**src/rtl/rx_pkg.sv**
```systemverilog
// Shared receive-path definitions: header layout constants and parser states.
// Used by rx_seg_parser and other rx stages.
package rx_pkg;

   localparam int SEG_POS_DEF = 5;
   localparam int HDR_LEN_DEF = 11;

   localparam int SEG_HI_OFS = 0;
   localparam int SEG_LO_OFS = 1;
   localparam int ID_OFS     = 2;
   localparam int AUX_OFS    = 5;

   typedef enum logic [2:0] {
      ST_IDLE,
      ST_HDR,
      ST_PAYLOAD,
      ST_END,
      ST_DROP
   } rx_state_e;

endpackage

```
**src/rtl/rx_byte_ctr.sv**
```systemverilog
// Frame-relative byte counter; saturates at all-ones, never wraps.
// Clearing together with a count loads 1 (the start byte itself).
module rx_byte_ctr #(
   parameter int LEN_W = 11
) (
   input  logic             clk,
   input  logic             rst_n,
   input  logic             i_clr,
   input  logic             i_en,
   output logic [LEN_W-1:0] o_cnt
);

   localparam logic [LEN_W-1:0] L_MAX = '1;
   localparam logic [LEN_W-1:0] L_ONE = LEN_W'(1);

   logic [LEN_W-1:0] r_cnt;

   // count accepted bytes, restarting on frame start
   always_ff @(posedge clk or negedge rst_n) begin
      if (!rst_n) begin
         r_cnt <= '0;
      end else if (i_clr) begin
         r_cnt <= i_en ? L_ONE : '0;
      end else if (i_en && (r_cnt != L_MAX)) begin
         r_cnt <= r_cnt + L_ONE;
      end
   end

   assign o_cnt = r_cnt;

endmodule

```
**src/rtl/rx_seg_parser.sv**
```systemverilog
// Segment header parser: extracts seg/id/aux, forwards payload, reports per frame.
// Optional macro RX_SEG_SEQ_CHECK_EN adds the seq_err segment-continuity output.
module rx_seg_parser
   import rx_pkg::*;
#(
   parameter int SEG_POS = SEG_POS_DEF,
   parameter int HDR_LEN = HDR_LEN_DEF,
   parameter int LEN_W   = 11
) (
   input  logic             rx_clk,
   input  logic             rst_n,
   input  logic [7:0]       rawdata,
   input  logic             raw_en,
`ifdef RX_SEG_SEQ_CHECK_EN
   output logic             seq_err,
`endif
   output logic [7:0]       payload_data,
   output logic             payload_en,
   output logic [15:0]      seg_num,
   output logic [7:0]       seg_id,
   output logic [7:0]       seg_aux,
   output logic [LEN_W-1:0] payload_len,
   output logic             hdr_valid,
   output logic             frame_err
);

   localparam logic [LEN_W-1:0] L_SEG_HI = LEN_W'(SEG_POS + SEG_HI_OFS);
   localparam logic [LEN_W-1:0] L_SEG_LO = LEN_W'(SEG_POS + SEG_LO_OFS);
   localparam logic [LEN_W-1:0] L_ID     = LEN_W'(SEG_POS + ID_OFS);
   localparam logic [LEN_W-1:0] L_AUX    = LEN_W'(SEG_POS + AUX_OFS);
   localparam logic [LEN_W-1:0] L_HDR    = LEN_W'(HDR_LEN);
   localparam logic [LEN_W-1:0] L_HDR_LS = LEN_W'(HDR_LEN - 1);

   rx_state_e        r_state;
   logic             r_first;
   logic [7:0]       r_sh_hi;
   logic [7:0]       r_sh_lo;
   logic [7:0]       r_sh_id;
   logic [7:0]       r_sh_aux;
`ifdef RX_SEG_SEQ_CHECK_EN
   logic [15:0]      r_exp;
   logic             r_seen;
`endif

   logic             w_start;
   logic             w_cnt_en;
   logic             w_cap;
   logic             w_good;
   logic [LEN_W-1:0] w_cnt;
   logic [LEN_W-1:0] w_idx;
   logic [15:0]      w_seg;

   // a frame may start in IDLE (except the first cycle after reset) or END
   assign w_start  = raw_en &
                     (((r_state == ST_IDLE) & ~r_first) |
                      (r_state == ST_END));
   assign w_cnt_en = w_start |
                     (raw_en & ((r_state == ST_HDR) |
                                (r_state == ST_PAYLOAD)));
   assign w_idx    = w_start ? '0 : w_cnt;
   assign w_cap    = raw_en & (w_start | (r_state == ST_HDR));
   assign w_good   = (r_state == ST_PAYLOAD) | (w_cnt >= L_HDR);
   assign w_seg    = {r_sh_hi, r_sh_lo};

   rx_byte_ctr #(
      .LEN_W (LEN_W)
   ) u_ctr (
      .clk   (rx_clk),
      .rst_n (rst_n),
      .i_clr (w_start),
      .i_en  (w_cnt_en),
      .o_cnt (w_cnt)
   );

   // frame state machine, header capture and registered outputs
   always_ff @(posedge rx_clk or negedge rst_n) begin
      if (!rst_n) begin
         r_state      <= ST_IDLE;
         r_first      <= 1'b1;
         r_sh_hi      <= '0;
         r_sh_lo      <= '0;
         r_sh_id      <= '0;
         r_sh_aux     <= '0;
         payload_data <= '0;
         payload_en   <= 1'b0;
         seg_num      <= '0;
         seg_id       <= '0;
         seg_aux      <= '0;
         payload_len  <= '0;
         hdr_valid    <= 1'b0;
         frame_err    <= 1'b0;
`ifdef RX_SEG_SEQ_CHECK_EN
         seq_err      <= 1'b0;
         r_exp        <= '0;
         r_seen       <= 1'b0;
`endif
      end else begin
         r_first    <= 1'b0;
         payload_en <= 1'b0;
         hdr_valid  <= 1'b0;
         frame_err  <= 1'b0;
`ifdef RX_SEG_SEQ_CHECK_EN
         seq_err    <= 1'b0;
`endif
         if (w_cap) begin
            if (w_idx == L_SEG_HI) r_sh_hi  <= rawdata;
            if (w_idx == L_SEG_LO) r_sh_lo  <= rawdata;
            if (w_idx == L_ID)     r_sh_id  <= rawdata;
            if (w_idx == L_AUX)    r_sh_aux <= rawdata;
         end
         unique case (r_state)
            ST_IDLE: begin
               if (raw_en) r_state <= r_first ? ST_DROP : ST_HDR;
            end
            ST_HDR, ST_PAYLOAD: begin
               if (!raw_en) begin
                  r_state <= ST_END;
                  if (w_good) begin
                     seg_num     <= w_seg;
                     seg_id      <= r_sh_id;
                     seg_aux     <= r_sh_aux;
                     payload_len <= w_cnt - L_HDR;
                     hdr_valid   <= 1'b1;
`ifdef RX_SEG_SEQ_CHECK_EN
                     seq_err     <= r_seen & (w_seg != r_exp);
                     r_exp       <= w_seg + 16'd1;
                     r_seen      <= 1'b1;
`endif
                  end else begin
                     frame_err <= 1'b1;
                  end
               end else if (r_state == ST_PAYLOAD) begin
                  payload_data <= rawdata;
                  payload_en   <= 1'b1;
               end else if (w_idx == L_HDR_LS) begin
                  r_state <= ST_PAYLOAD;
               end
            end
            ST_END: begin
               r_state <= raw_en ? ST_HDR : ST_IDLE;
            end
            ST_DROP: begin
               if (!raw_en) r_state <= ST_IDLE;
            end
            default: r_state <= ST_IDLE;
         endcase
      end
   end

endmodule
```
**config.mk**
```make
export PLATFORM = sky130hd
export DESIGN_NAME = rx_seg_parser
export DESIGN_NICKNAME = d
export VERILOG_FILES = /design/src/rtl/rx_pkg.sv /design/src/rtl/rx_byte_ctr.sv /design/src/rtl/rx_seg_parser.sv
export SDC_FILE = /design/constraint.sdc
export NUM_CORES = 1
export LEC_CHECK = 0
export CAP_MARGIN = 20
export CORE_AREA = 2 2 117 91
export DETAILED_ROUTE_END_ITERATION = 8
export DIE_AREA = 0 0 119 93
export PLACE_DENSITY = 0.7
export SYNTH_ARGS = -nofsm -noshare
export SYNTH_HDL_FRONTEND = slang
export SYNTH_SLANG_ARGS = --single-unit
```
**constraint.sdc**
```tcl
create_clock -name rx_clk -period 2.4 [get_ports rx_clk]
set_input_delay 0.48 -clock rx_clk [delete_from_list [all_inputs] [get_ports rx_clk]]
set_output_delay 0.48 -clock rx_clk [all_outputs]
set_load 0.01 [all_outputs]
```
==> results.txt, run 1 <==
The count of non-filler cells in the finished layout is 523. The number of setup buffers added after CTS came out at 0. The clock power share is 22.2%. Summed over all layers, the routed wires come to 8730 um. The die covers 11100 um^2. The switching power as a share of total power is 29.8%. The xor-xnor portion of the synthesized cell area came out at 2.20%. The average wire length per cell after detail routing is 16.7 um. The total congestion overflow after global routing is 0. The predominant post-synthesis flop cell is sky130_fd_sc_hd__dfrtp_1. The initial antenna violation count came out at 0. The worst reg-to-reg setup slack is 0.27 ns. The I/O pin total came out at 65. Walking the worst path, the cells encountered are ha_1 > nand2_1 > o22a_1 > a31oi_4 > buf_12 > mux2_2. STA puts the critical path data arrival time at 2.36 ns.

Ranked by total cell area, the synthesized netlist is headed by sky130_fd_sc_hd__dfrtp_1 57%, sky130_fd_sc_hd__mux2_2 21%, sky130_fd_sc_hd__buf_6 1.3%. The horizontal extent of the die came out at 119 um. The share of flip-flops with an asynchronous set or reset came out at 100%. In this run, CTS created clock tree buffers numbering 9. The weighted congestion at the end of routability-driven global placement came out at 0.857.

The max-capacitance violation count is 0. The synthesized netlist devotes 10.1% of its cell area to simple gates. The met2 track demand over resource came out at 25.0%. The first-pass GRT wire length is 14400 um. The post-synthesis cell type count is 58. The largest driver fanout on the critical path came out at 34. The area share of fa/ha/maj cells after synthesis came out at 0.286%.

The number of buffer cells added on primary ports came out at 64. The count of flip-flops with a built-in enable after synthesis came out at 0. The hold violation total from the final report came out at 0. The number of register bits inferred by synthesis came out at 101. The net total in the final layout came out at 396. After synthesis, the mean cell area works out to 14.1 um^2.

The proportion of synthesized area in mux cells came out at 21.9%. The run finished with clean final reports. The via count of the first global-routing pass came out at 2744. Cells with a size suffix above 1 make up 33.3% of the layout.

The number of rows in the core area came out at 32. The nature of the critical path endpoint is a flip-flop. The cell count after placement is 509.

The synthesized design spends more area on one cell type than any other, namely sky130_fd_sc_hd__dfrtp_1. Global routing consumed, over all layers together, 16.9% of the routing resources. In this run the most used layer during global routing was met2. The count of nets left with antenna violations once routing finished came out at 0. The core region is 9970 um^2.

In this run the cell area measured after placement is 5260 um^2. For this design the static power due to leakage is 2.40 nW. Hold repair after CTS inserted 0 buffers.

The via count is 2730. Among all cell types in the netlist, the one instantiated most often is sky130_fd_sc_hd__dfrtp_1. The number of gates resized after CTS was 0. Before CTS, the worst setup slack after placement is 0.0462 ns. The top cell type by area accounts for 57.1% of the synthesized area.

The path category of the worst min-delay check is input port to asynchronous set/reset pin. The detailed router's first-iteration violation count is 246. At the later pin of the worst-skew pair, clock insertion delay measures 0.34 ns. After synthesis, the largest family of logic cells by area is multiplexers. The critical path class is flip-flop to flip-flop. Relative to the synthesized area, the layout overhead comes to 26.7%. The critical path launch point type is a flip-flop. The largest incremental delay on the critical path came out at 0.53 ns. The final total negative setup slack came out at 0 ns.

Counting every net in the synthesized netlist gives 322. For this configuration, the core starts out at a cell density of 43.9%. Setup repair after global routing left no endpoint under its margin. Entering global routing, the biggest net connects 42 pins. The internal power is 4.51 mW. The worst path in the final design needs a cycle of 2.13 ns, including I/O delays and setup. The clock transition at the registers of the reported paths came out at 0.07 ns. On the critical path, the stage with the largest delay is an instance of sky130_fd_sc_hd__dfrtp_1. The final cycle utilization of the critical path came out at 88.8%. After detailed routing, the number of remaining DRC violations is 0. The final design area excluding fillers is 5550 um^2. TritonCTS built the clock tree. The count of final setup violators came out at 0.

CTS placed an instance of sky130_fd_sc_hd__clkbuf_16 at the clock tree root. The total number of H-tree levels is 3. The transition at the pin with the smallest max-transition slack is 0.731 ns. The worst register-to-register path begins at u_ctr.o_cnt[0]. The synthesized instance count is 310. After legalization and detailed placement, the total HPWL measured 5990 um. The switching power total is 1.91 mW. Summing the areas of all compound-gate instances in the mapped netlist gives 4.71% of the synthesized area.

The number of slew-limit violations in the final report was 0. The count of yosys warnings during synthesis is 0. The global-route track usage on met1 is 23.8%. The setup slack after layout came out at 0.269 ns. Sorting the synthesized cells by how often they occur yields 100 x sky130_fd_sc_hd__dfrtp_1, 82 x sky130_fd_sc_hd__mux2_2, 12 x sky130_fd_sc_hd__nand2_1, 9 x sky130_fd_sc_hd__nor2_1. The path depth of the worst reg2reg path came out at 6. The via density per instance is 5.22. The largest clock skew in the final design is 0.00596 ns. In the global route stage, met3 resource usage came out at 4.63%.

The sequential group share of total power is 42.5%. The maximum buffer depth of the clock tree is 2. For this design, the sink count on the clock tree is 101. The share of the yosys chip area belonging to registers is 57.7%.

Across the VDD grid, the largest voltage drop is 508 uV. In this run, the combinational gates consume 35.3% of the power. The top achievable clock speed is 0.469 GHz. Before antenna repair, the detailed router went through 4 iterations. The worst slew margin relative to its limit is 50.8%. The worst path required time is 2.63 ns. For this design the ratio of total power to cell area is 1160 nW/um^2. In this run the critical register-to-register path is captured at seg_num[2]. The post-synthesis instance area is 4380 um^2. The antenna diode instance count is 0.

The vertical die dimension came out at 93 um.
## power by group through the flow
stage | Sequential (mW) | Combinational [mW] | Clock, mW
finish | 2.73 | 2.27 | 1.43
global route | 2.81 | 2.44 | 1.54
CTS | 2.74 | 2.30 | 1.47
detailed placement | 2.76 | 2.28 | 0
global placement | 2.74 | 2.24 | 0
floorplan | 2.78 | 1.14 | 0
## per-stage QoR
| stage | power (mW) | util (%) | hold slack, ns |
|---|---|---|---|
| floorplan | 3.92 | - | 0.184 |
| global route | 6.80 | 55.7 | 0.158 |
| finish | 6.42 | 55.7 | 0.126 |
| detailed placement | 5.04 | 52.8 | 0.491 |
| global placement | 4.98 | 52.8 | 0.482 |
| CTS | 6.51 | 55.7 | 0.131 |
## cell usage in the layout, fill, tap and decap left out, drive strengths merged, types with 2 or more instances in the layout
master,n
dfrtp,100
mux2,83
clkdlybuf4s50,63
buf,16
nand2,12
nor2,10
clkbuf,10
nor3,8
a21oi,6
xor2,6
xnor2,5
o21ai,5
inv,5
nand3,5
nor4,5
or3,4
nand2b,3
o311ai,3
nand4b,2
mux2i,2
o31ai,2
a211oi,2
clkinv,2
and2,2
a31oi,2
nand4,2
## layout make-up
class	instances	area, um^2
fillers	817	4420
flip-flops and latches	101	2530
multi-input cells	189	1720
repair buffers	79	826
clock buffers	10	239
well taps	136	170
clock inverters	4	48.8
inverters	4	15.0
## worst max-delay path by stage
stage                              start             end  slack [ns]
final                     u_ctr.o_cnt[0]      seg_num[2]        0.27
after floorplan               r_state[0]  payload_len[0]        0.44
after detailed placement          raw_en      r_sh_lo[4]        0.05
after CTS                 u_ctr.o_cnt[0]      seg_num[6]        0.27
after global placement            raw_en      r_sh_lo[1]        0.08
after global routing      u_ctr.o_cnt[0]     seg_num[10]        0.15
## metal layers
metal	share of wire [%]	up-vias	wire length, um
met2	46	62	4050
li1	-	1270	-
met3	4.3	7	373
met4	1.2	0	101
met5	0	-	0
met1	48	1391	4210
## worst max-delay path: cells and delay by family, from the launching register on
family,cells,cell delay (ns)
DFF,1,0.53
AOI/OAI and AO/OA,2,0.43
muxes,1,0.36
adders and majority gates,1,0.33
buffers and inverters,1,0.25
and+or+nand+nor,1,0.09
## cell families (layout without fill, tap and decap cells)
family                     count (synthesis)  after routing
muxes                                     85             85
buffers and inverters                     20             97
other                                      1              1
and+or+nand+nor                           63             63
xor gates and xnor gates                  11             11
DFF                                      101            101
adders and majority gates                  1              1
AOI/OAI and AO/OA                         28             28
## registers in the layout (all words and copies together), names as in the netlist, 3 cells and up
name,flops
r_sh_lo,8
r_sh_hi,8
seg_aux,8
seg_num,16
r_state,3
u_ctr.o_cnt,11
seg_id,8
payload_data,8
r_sh_aux,8
payload_len,11
r_sh_id,8
Note: power is estimated with default switching activity, not from simulation.
==> run 2: changes to the inputs <==
Settings changed: GPL_TIMING_DRIVEN set to 0.
==> results.txt, run 2 (synthesis results as in run 1) <==
The antenna diode instance count came out at 0 (unchanged). The worst reg-to-reg setup slack is 0.12 ns (-0.15 ns). The half-perimeter wire length after placement came to 6000 um (about the same). The count of final setup violators came to 0 (unchanged). The transition at the pin with the smallest max-transition slack is 0.827 ns (+0.0962 ns).

Following the worst setup path forward leads to its endpoint at r_sh_lo[0]. The number of buffer cells added on primary ports is 64 (unchanged). The horizontal extent of the die came out at 119 um (unchanged). Relative to the synthesized area, the layout overhead comes to 27.5%. The worst hold slack came out at 0.129 ns (+0.00257 ns). The die area was 11100 um^2 (unchanged). The net total in the final layout is 403 (+1.8%). TritonCTS built the clock tree. The internal power is 4.61 mW (+2.3%). The largest driver fanout on the critical path came out at 8 (-76%).

The average wire length per cell after detail routing came out at 16.9 um (+1.1%). The via count is 2759 (+1.1%). In this run the worst setup path begins at raw_en.

The hold violation total from the final report is 0 (unchanged). The reg-to-reg critical path startpoint is u_ctr.o_cnt[6]. STA classifies the critical path endpoint as a flip-flop. The detailed router's first-iteration violation count is 222 (-9.8%).

The total congestion overflow after global routing is 0 (unchanged). The minimum clock period came out at 2.28 ns (+0.148 ns). The largest register by flop count is seg_num. The tree is rooted in a sky130_fd_sc_hd__clkbuf_16. The endpoint identified for the worst register-to-register timing path is r_sh_aux[7].

The path depth of the worst reg2reg path came out at 6 (unchanged). The initial antenna violation count came to 0 (unchanged). The pin count of the biggest net entering global routing came out at 60 (+43%). The count of antenna-violating nets left after detailed routing was 0 (unchanged). The placement-stage worst setup slack is -0.394 ns (-0.440 ns).

The max-capacitance violation count came to 0 (unchanged). The critical path class is input port to flip-flop. Setup repair after global routing left no endpoint under its margin. The clock transition at the registers of the reported paths was 0.07 ns (about the same). The worst supply voltage drop on vdd is 493 uV (-3.0%). The DRC violation count after routing came out at 0 (unchanged). The largest clock skew in the final design came out at 0.0113 ns (+0.00531 ns).

The switching power total came out at 1.94 mW (+1.3%). The worst path required time is 2.63 ns (about the same). The area of the core region is 9970 um^2 (unchanged). The number of clock buffers inserted by TritonCTS came out at 9 (unchanged).

The flow ran to the end, and the final reports show no timing, DRC or antenna violations. The ratio of total power to cell area is 1170 nW/um^2 (+1.3%). The total number of H-tree levels is 3 (unchanged). The data arrival time of the critical path came out at 2.51 ns (+0.15 ns). The maximum buffer depth of the clock tree is 2 (unchanged).

The vertical die dimension came out at 93 um (unchanged). The via count of the first global-routing pass is 2858 (+4.2%). The final total negative setup slack came out at 0 ns (unchanged). The overall fraction of global-route tracks in use is 17.6% (+0.74 points).

The first-pass GRT wire length came out at 15100 um (+4.5%). The setup slack after layout is 0.121 ns (-0.148 ns). The worst setup path is launched from an input port. The reported leakage power came out at 2.42 nW (+0.64%). The wire length after detailed routing is 8960 um (+2.6%). The number of slew-limit violations in the final report came to 0 (unchanged).

Leaving out fill and tap cells, the most frequent cell in the layout is sky130_fd_sc_hd__dfrtp_1. The clock power share is 23.4% (+1.2 points). The combinational share of power is 36.6% (+1.3 points). The weighted congestion at the end of routability-driven global placement came out at 0.822 (-4.0%). The final design utilization is 56.0% (+0.36 points).

The initial cell density of the core was 43.9% (unchanged). The final cycle utilization of the critical path came out at 95.0% (+6.2 points). The number of flip-flops under the largest register name came to 16 (unchanged). The share of layout cells above drive strength 1 is 33.7% (+0.34 points).

The clock latency of the later-clocked register in the worst-skew pair is 0.34 ns (about the same). The library cells used most frequently in the layout, excluding fill and tap cells, are 100 x sky130_fd_sc_hd__dfrtp_1, 82 x sky130_fd_sc_hd__mux2_2, 63 x sky130_fd_sc_hd__clkdlybuf4s50_1. The CTS sink count came out at 101 (unchanged). The switching power as a share of total power is 29.6% (-0.21 points).

The worst slew margin relative to its limit was 44.3% (-6.5 points). The via density per instance is 5.20 (-0.46%). The number of rows in the core area is 32 (unchanged). The length of the first detailed-routing pass in iterations came out at 4 (unchanged). The sequential group share of total power came out at 40.0% (-2.5 points). The top achievable clock speed came out at 0.439 GHz (-6.5%).

The I/O pin total came to 65 (unchanged). The path category of the worst min-delay check is input port to asynchronous set/reset pin.
## run 2: critical path, cell delays in order
cell and delay (ns):
sky130_fd_sc_hd__clkdlybuf4s50_1 0.61, sky130_fd_sc_hd__nor2b_1 0.41, sky130_fd_sc_hd__nand4_4 0.21, sky130_fd_sc_hd__nor3b_4 0.29, sky130_fd_sc_hd__buf_12 0.16, sky130_fd_sc_hd__mux2_2 0.33
## run 2: worst min path at each step
stage | from | to | slack [ns]
2_1_floorplan | rst_n | frame_err | 0.18
3_3_place_gp | r_sh_lo[7] | seg_num[7] | 0.48
3_5_place_dp | r_sh_aux[5] | r_sh_aux[5] | 0.49
4_1_cts | rst_n | payload_len[10] | 0.14
5_1_grt | rst_n | u_ctr.o_cnt[10] | 0.17
6_report | rst_n | payload_len[10] | 0.13
## run 2: area by class of cell
cell class                 instances  area [um^2]
fill                             812         4380
clock inverter                     5         83.8
sequential                       101         2530
buffer                            16          114
tap                              136          170
clock buffer                      10          229
inverter                           4         15.0
timing repair buffer              70          716
multi-input combinational        189         1730
## run 2: metal layers
layer / track usage, % / share of wire (%)
met5: 0 / 0
met1: 25.0 / 49
met4: 6.25 / 1.5
met2: 26.8 / 46
met3: 4.09 / 3.5
## run 2: power by group through the flow
stage	sequential [mW]	combinational [mW]	clock [mW]
after floorplan	2.78	1.14	0
after global placement	2.63	2.35	0
after detailed placement	2.65	2.40	0
after CTS	2.63	2.42	1.57
after global routing	2.71	2.59	1.64
final	2.62	2.40	1.54
## run 2: what timing repair did
item                       4_1_cts  5_1_grt
setup endpoints to repair       11       24
hold buffers                     0        0
pin swaps                        1        2
setup buffers                    2        3
resized for setup                1        1
## run 2: through the flow
step | power, mW | instance area, um^2 | instances
after floorplan | 3.92 | 4380 | 310
after global placement | 4.98 | 5190 | 510
after detailed placement | 5.05 | 5220 | 511
after CTS | 6.61 | 5550 | 528
after global routing | 6.94 | 5590 | 531
final | 6.55 | 5590 | 531
==> run 3: changes to the inputs <==
Settings changed: CELL_PAD_IN_SITES_DETAIL_PLACEMENT set to 1, CELL_PAD_IN_SITES_GLOBAL_PLACEMENT set to 2, CORE_AREA 2 2 117 91 to 2 2 127 98, CTS_CLUSTER_DIAMETER set to 50, DIE_AREA 0 0 119 93 to 0 0 129 100, PLACE_DENSITY 0.7 to 0.82.
==> results.txt, run 3 (synthesis results as in run 1) <==
The initial cell density of the core is 36.9% (-7.0 points). The number of rows in the core area is 35 (+9.4%). The pin count of the biggest net entering global routing is 56 (-6.7%). The DRC violation count after routing is 0 (unchanged).

The transition at the pin with the smallest max-transition slack is 0.848 ns (+0.0213 ns). The count of antenna-violating nets left after detailed routing came out at 0 (unchanged). The largest clock skew in the final design came out at 0.00654 ns (-0.00472 ns). The die area is 12900 um^2 (+17%).

The number of fillers in the final layout came out at 1227 (+51%). The run finished with clean final reports. The via density per instance is 5.00 (-3.8%). The worst supply voltage drop on vdd was 504 uV (+2.2%). The setup slack after layout came out at 0.113 ns (-0.00780 ns). The top cell types in the final layout, fill and taps aside, are 100 x sky130_fd_sc_hd__dfrtp_1, 82 x sky130_fd_sc_hd__mux2_2, 63 x sky130_fd_sc_hd__clkdlybuf4s50_1. The number of hold buffers added after CTS came to 0 (unchanged). The max-capacitance violation count is 0 (unchanged). In this run the worst hold path is classified as input port to asynchronous set/reset pin.

The number of flip-flops under the largest register name came out at 16 (unchanged). The detailed router's first-iteration violation count came to 96 (-57%). The wire length after detailed routing is 10200 um (+13%). The number of buffer cells added on primary ports came out at 64 (unchanged).

The final design utilization came out at 47.4% (-8.6 points). The count of final setup violators was 0 (unchanged). The initial antenna violation count is 0 (unchanged). The first-pass GRT wire length is 16700 um (+11%). The weighted congestion at the end of routability-driven global placement came to 0.830 (+0.91%). The antenna diode instance count came out at 0 (unchanged). The largest register by flop count is seg_num. The kind of cell with the highest combined delay along the critical path is simple AND/OR/NAND/NOR gates. The via count of the first global-routing pass came out at 3059 (+7.0%). The critical path class is input port to flip-flop. The area of the core region is 11900 um^2 (+19%).

The data arrival time of the critical path is 2.52 ns (about the same). STA classifies the critical path startpoint as an input port. The post-route total power is 6.47 mW (-1.3%). The worst path required time is 2.63 ns (about the same).

The critical path goes through clkdlybuf4s50_1 > nor2b_1 > nand4_4 > nor3b_4 > buf_12 > mux2_2. The clock tree from TritonCTS is built. The share of layout cells above drive strength 1 is 34.6% (+0.92 points).

The highest-delay cell along the critical path is sky130_fd_sc_hd__clkdlybuf4s50_1. The vertical die dimension came to 100 um (+7.5%). STA classifies the critical path endpoint as a flip-flop. The top achievable clock speed is 0.437 GHz (-0.34%). The minimum clock period is 2.29 ns (+0.00780 ns). The length of the first detailed-routing pass in iterations is 4 (unchanged).

The CTS sink count came out at 101 (unchanged). The hold violation total from the final report is 0 (unchanged). Clock tree synthesis selected as its root buffer the cell sky130_fd_sc_hd__clkbuf_16. The worst slew margin relative to its limit is 42.9% (-1.4 points). The ratio of total power to cell area came out at 1150 nW/um^2 (-2.0%). The maximum buffer depth of the clock tree is 2 (unchanged). The total number of H-tree levels is 3 (unchanged).

The total congestion overflow after global routing was 0 (unchanged). The clock latency of the later-clocked register in the worst-skew pair is 0.34 ns (about the same). The final total negative setup slack was 0 ns (unchanged).

The count of non-filler cells in the finished layout came out at 565 (+6.4%). The largest incremental delay on the critical path is 0.64 ns (+0.03 ns). Setup repair after global routing left no endpoint under its margin. The net total in the final layout is 406 (+0.74%).

The half-perimeter wire length after placement came out at 7040 um (+17%). The number of clock buffers inserted by TritonCTS is 9 (unchanged). The overall fraction of global-route tracks in use came out at 16.9% (-0.70 points). The library cell used most frequently in the layout, excluding fill and tap cells, is sky130_fd_sc_hd__dfrtp_1. The clock transition at the registers of the reported paths came out at 0.07 ns (about the same).

The combined buffer and inverter count along the critical path is 2 (unchanged). The via count is 2823 (+2.3%). The cell count after placement came to 541 (+5.9%). The reported leakage power is 2.43 nW (+0.35%). The placement-stage worst setup slack came out at -0.412 ns (-0.0180 ns). The worst hold slack came out at 0.155 ns (+0.0266 ns). The number of slew-limit violations in the final report came out at 0 (unchanged). The post-placement cell area came out at 5250 um^2 (+0.72%). The largest driver fanout on the critical path is 8 (unchanged). The average wire length per cell after detail routing came out at 18.0 um (+6.5%). The final cycle utilization of the critical path came out at 95.3% (+0.33 points). The I/O pin total was 65 (unchanged). The area growth from synthesis to layout is 28.5%. The horizontal extent of the die came out at 129 um (+8.4%).

The final design area excluding fillers came out at 5630 um^2 (+0.74%).
-- run 3: cell type report --
cell class | instances | area (um^2) | share of cell area (%)
Inverter | 4 | 15.0 | 0.267
Multi-Input combinational cell | 189 | 1730 | 30.7
Clock buffer | 10 | 229 | 4.07
Timing Repair Buffer | 74 | 758 | 13.5
Clock inverter | 6 | 48.8 | 0.867
Sequential cell | 101 | 2530 | 44.9
Buffer | 15 | 110 | 1.96
Tap cell | 166 | 208 | 3.69
-- run 3: power breakdown --
group	internal [mW]	switching, mW
combinational	1.42	1.04
sequential	2.30	0.353
clock	0.712	0.645
-- run 3: timing repair --
action	CTS	global route
endpoints found under the setup margin	21	24
resized for setup	2	1
pin swaps	2	2
buffers inserted	2	7
-- run 3: worst paths after layout --
| check | depth (start not counted) | start | slack [ns] | endpoint |
|---|---|---|---|---|
| max | 6 | raw_en | 0.11 | r_sh_lo[4] |
| min | 1 | rst_n | 0.16 | seg_num[5] |
| max reg2reg | 6 | u_ctr.o_cnt[6] | 0.15 | r_sh_aux[3] |
| min reg2reg | 1 | r_sh_hi[0] | 0.50 | seg_num[8] |
| max in group asynchronous | 2 | rst_n | 1.56 | payload_data[1] |
| min in group rx_clk | 1 | r_sh_hi[0] | 0.50 | seg_num[8] |
-- run 3: routing by layer --
layer	GRT usage, %	wire [um]	part of all wire, %	up-vias
met2	26.1	4820	47	54
met4	4.60	76	0.75	0
met5	0	0	0	-
met3	4.26	394	3.9	6
li1	-	-	-	1284
met1	24.0	4870	48	1479
